--- config.mk ---
export PLATFORM = sky130hd
export DESIGN_NAME = fp32_mul_result_fifo
export DESIGN_NICKNAME = d
export VERILOG_FILES = /design/src/rtl/fp32_mul_result_fifo.sv
export SDC_FILE = /design/constraint.sdc
export NUM_CORES = 1
export LEC_CHECK = 0
export ABC_CLOCK_PERIOD_IN_PS = 15750
export CORE_MARGIN = 4
export CORE_UTILIZATION = 51
export CTS_CLUSTER_SIZE = 25
export DETAILED_ROUTE_END_ITERATION = 12
export GPL_ROUTABILITY_DRIVEN = 0
export PLACE_DENSITY = 0.71
export SETUP_SLACK_MARGIN = 0.15
export SLEW_MARGIN = 15
export SYNTH_ARGS = -nofsm -noshare
export SYNTH_HDL_FRONTEND = slang
export SYNTH_SLANG_ARGS = --single-unit
export TNS_END_PERCENT = 10
--- constraint.sdc ---
create_clock -name clk -period 15.75 [get_ports clk]
set_input_delay 3.15 -clock clk [delete_from_list [all_inputs] [get_ports clk]]
set_output_delay 3.15 -clock clk [all_outputs]
set_load 0.005 [all_outputs]
--- src/rtl/fp32_mul_result_fifo.sv ---
// Result FIFO behind the combinational FP32 multiplier: classifies each accepted
// product, buffers word+class, and keeps saturating inf/zero statistics.
module fp32_mul_result_fifo #(
   parameter int DEPTH = 4,
   parameter int CNT_W = 16
) (
   input  logic                     clk,
   input  logic                     rst,
   input  logic                     in_valid,
   output logic                     in_ready,
   input  logic [31:0]              in_data,
   output logic                     out_valid,
   input  logic                     out_ready,
   output logic [31:0]              out_data,
   output logic [2:0]               out_class,
   output logic [$clog2(DEPTH):0]   level,
   output logic [CNT_W-1:0]         inf_count,
   output logic [CNT_W-1:0]         zero_count,
   input  logic                     clear_counts
);
   localparam int AW = $clog2(DEPTH);
   localparam logic [AW:0] FULL_LEVEL = (AW+1)'(DEPTH);

   localparam logic [2:0] CLS_NORMAL = 3'd0;
   localparam logic [2:0] CLS_ZERO   = 3'd1;
   localparam logic [2:0] CLS_DENORM = 3'd2;
   localparam logic [2:0] CLS_INF    = 3'd3;
   localparam logic [2:0] CLS_NAN    = 3'd4;

   logic [31:0]      data_mem  [DEPTH];
   logic [2:0]       class_mem [DEPTH];
   logic [AW-1:0]    wr_ptr_reg;
   logic [AW-1:0]    rd_ptr_reg;
   logic [AW:0]      level_reg;
   logic [CNT_W-1:0] inf_count_reg;
   logic [CNT_W-1:0] zero_count_reg;
   logic [2:0]       in_class;
   logic             wr_en;
   logic             rd_en;

   always_comb begin
      in_class = CLS_NORMAL;
      if (in_data[30:23] == 8'h00) begin
         in_class = (|in_data[22:0]) ? CLS_DENORM : CLS_ZERO;
      end else if (in_data[30:23] == 8'hFF) begin
         in_class = (|in_data[22:0]) ? CLS_NAN : CLS_INF;
      end
   end

   // in_ready is forced low during reset so no word can slip in while rst is high.
   assign in_ready  = !rst && (level_reg != FULL_LEVEL);
   assign out_valid = (level_reg != '0);
   assign wr_en     = in_valid && in_ready;
   assign rd_en     = out_valid && out_ready;

   assign out_data   = data_mem[rd_ptr_reg];
   assign out_class  = class_mem[rd_ptr_reg];
   assign level      = level_reg;
   assign inf_count  = inf_count_reg;
   assign zero_count = zero_count_reg;

   generate
      for (genvar gi = 0; gi < DEPTH; gi++) begin : g_entry
         always_ff @(posedge clk or posedge rst) begin
            if (rst) begin
               data_mem[gi]  <= '0;
               class_mem[gi] <= '0;
            end else if (wr_en && (wr_ptr_reg == AW'(gi))) begin
               data_mem[gi]  <= in_data;
               class_mem[gi] <= in_class;
            end
         end
      end
   endgenerate

   always_ff @(posedge clk or posedge rst) begin
      if (rst) begin
         wr_ptr_reg <= '0;
         rd_ptr_reg <= '0;
         level_reg  <= '0;
      end else begin
         if (wr_en) wr_ptr_reg <= wr_ptr_reg + AW'(1);
         if (rd_en) rd_ptr_reg <= rd_ptr_reg + AW'(1);
         if (wr_en && !rd_en) begin
            level_reg <= level_reg + (AW+1)'(1);
         end else if (rd_en && !wr_en) begin
            level_reg <= level_reg - (AW+1)'(1);
         end
      end
   end

   // Clear wins over a same-cycle increment; counts stick at all-ones.
   always_ff @(posedge clk or posedge rst) begin
      if (rst) begin
         inf_count_reg  <= '0;
         zero_count_reg <= '0;
      end else if (clear_counts) begin
         inf_count_reg  <= '0;
         zero_count_reg <= '0;
      end else if (wr_en) begin
         if ((in_class == CLS_INF) && (inf_count_reg != '1)) begin
            inf_count_reg <= inf_count_reg + CNT_W'(1);
         end
         if ((in_class == CLS_ZERO) && (zero_count_reg != '1)) begin
            zero_count_reg <= zero_count_reg + CNT_W'(1);
         end
      end
   end
endmodule

==> out/results.txt <==
crit path DAT = 5020 ps
Seq. cell area = 4480 um^2
M1 GR Usage = 28.6%
final-report hold violation count = 0
DRC = 0
asr flop ratio synth = 100%
top cells by area, synth = dfrtp_1, mux2_2, mux4_2
Syn Inst Count = 593
HPWL after detailed placement = 11,700 um
I/O Pins = 109
area of the multi-input gates = 3660 um^2
CTS tree = done
Vias/cell = 5.74
Slew @ Worst Pin = 1020 ps
final core utilization = 63.7%
# hold bufs at CTS = 0
CTS Buf Count = 17
NumNets Final = 742
Cell Rows = 46
Post-CTS Resized = 0
port bufs = 108
post-CTS setup repair buffer count = 0
met3 Resource Use GR = 3.86%
Synth Cell Area = 8300 um^2
outcome = finished clean
share of cells above drive strength 1 = 32.7%
initial antenna violation count = 0
PwrDens = 177 nW/um^2
die height = 136 um
GRT Max-Usage Layer = met2
gr ovfl total = 0
Period minus WS final = 8170 ps
antenna cells = 0
Die ar. = 18,400 um^2
relative slew slack = 31.7%
dominant cell type by area after synthesis = dfrtp_1
Core Region = 15,900 um^2
Area Growth Syn to Fin = 22.4%
Die W = 136 um
most frequent cells in the layout = dfrtp_1, mux2_2, clkdlybuf4s50_1
H-tree depth = 4
fin crit share = 51.9%
Setup Viol. Count Final = 0
clock-pin slew on the worst setup and hold paths = 60 ps
Root Buffer = clkbuf_16
f_max = 122 MHz
DRT Pass-1 Iters = 5
Leak Pwr = 0.00418 uW
setup TNS = 0 ps
Skew-Pair Late Insertion Delay = 420 ps
max-slew violations = 0
worst-path fanout max = 93
fillers = 1,194
total length of routed wires = 17,800 um
most common cell after layout, fill and taps aside = dfrtp_1
Clock Tree Buf Depth = 2
Net Count, Synth = 638
Post-synth top flop = dfrtp_1
hold-critical path depth = 2
Yosys reg bits = 179
Crit Path Class = input pin to output pin
Worst Skew = 8.01 ps
crit path launch type = input pin
pin count of the biggest net entering global routing = 94
maxcap violations = 0
Post-synth EDFFs = 0
post-synth top area share = 54.0%
Worst IR Drop VDD = 99.7 uV
HP Class = flop to flop
FF-to-FF path depth = 6
RSZ-0062 raised after global routing = false
first-pass GRT wire length = 29,800 um
WL/cell = 19.2 um
Initial DRC Count = 267
Syn Area/Cell = 14.0 um^2
vias in the first global route = 5,703
Global Route Usage Sum = 20.7%
met2 usage = 34.0%
max reg flops = 128
sequential fraction of the synthesis area = 54.0%
post-synth cell types = 40
via count = 5,316
clock sinks = 179
initial core utilization = 52.1%
Critical Path RT = 12,600 ps
critical path capture point type = output pin
antenna viol nets, final = 0
Synth warnings = 0
path summary, 6_finish.rpt:
path / start / slack [ps] / to
min in group asynchronous: rst / 3310 / inf_count[8]
worst min-delay path: class_mem[1] / 490 / class_mem[1]
worst max register to register: inf_count[0] / 13140 / inf_count[10]
worst min register to register: class_mem[1] / 490 / class_mem[1]
max in group asynchronous: rst / 11190 / data_mem[85]
worst max-delay path: rst / 7580 / in_ready
layer usage:
metal  wire length, um  share of wire, %
met2              9010                51
met3               723               4.1
met4               193               1.1
met5                 0                 0
met1              7890                44
cell families (layout without fill, tap and decap cells):
logic type,count (synthesis),in the layout,share of synthesized area (%)
AO/OA/AOI/OAI,49,49,3.60
XOR/XNOR,10,10,1.06
adder cells (fa/ha/maj),8,8,1.30
buffers and inverters,46,163,2.11
flip-flops,179,179,54.0
multiplexers,180,180,29.1
AND/OR/NAND/NOR,121,121,8.83
final cells by class:
type | instances | area share, %
multi-input combinational | 368 | 36.0
timing repair buffer | 111 | 10.9
inverter | 20 | 0.788
tap | 216 | 2.66
sequential | 179 | 44.1
clock inverter | 8 | 0.751
clock buffer | 24 | 4.84
synth_stat cells, types with 2 or more instances:
master,number
ha_1,7
or4_1,7
buf_1,3
nor2_1,20
a21o_1,10
nor4_1,7
clkbuf_1,21
buf_2,2
a31o_2,2
nor4_2,4
xor2_1,3
mux2_2,143
and3_1,3
o31ai_1,4
mux4_2,35
a21oi_1,21
nor4_4,3
nand3_1,18
nand4_1,13
o21ai_0,9
inv_1,19
and2_1,3
nand2_1,19
nor2b_1,6
or2_2,2
nor3_1,5
xnor2_1,7
mux2i_1,2
dfrtp_1,179
and4_1,2
or3_1,5
power breakdown:
part	internal (uW)	switching, uW
logic	439	209
registers	635	108
clock network	234	171
worst max-delay path, stage by stage:
cell	delay, ps
clkdlybuf4s50_1	490
inv_6	620
and2_1	250
clkdlybuf4s50_1	510
stage by stage:
step | total power [uW] | cell area [um^2] | hold slack, ps | setup slack (ps) | cells
final | 1800 | 10200 | 490 | 7580 | 926
after global routing | 1910 | 10200 | 508 | 7420 | 926
after CTS | 1820 | 10200 | 484 | 7500 | 926
after detailed placement | 1410 | 9590 | 470 | 7520 | 894
after global placement | 1380 | 9590 | 456 | 7570 | 894
after floorplan | 1120 | 8300 | 445 | 5300 | 593
No activity file was read; power rests on OpenSTA's default activity.
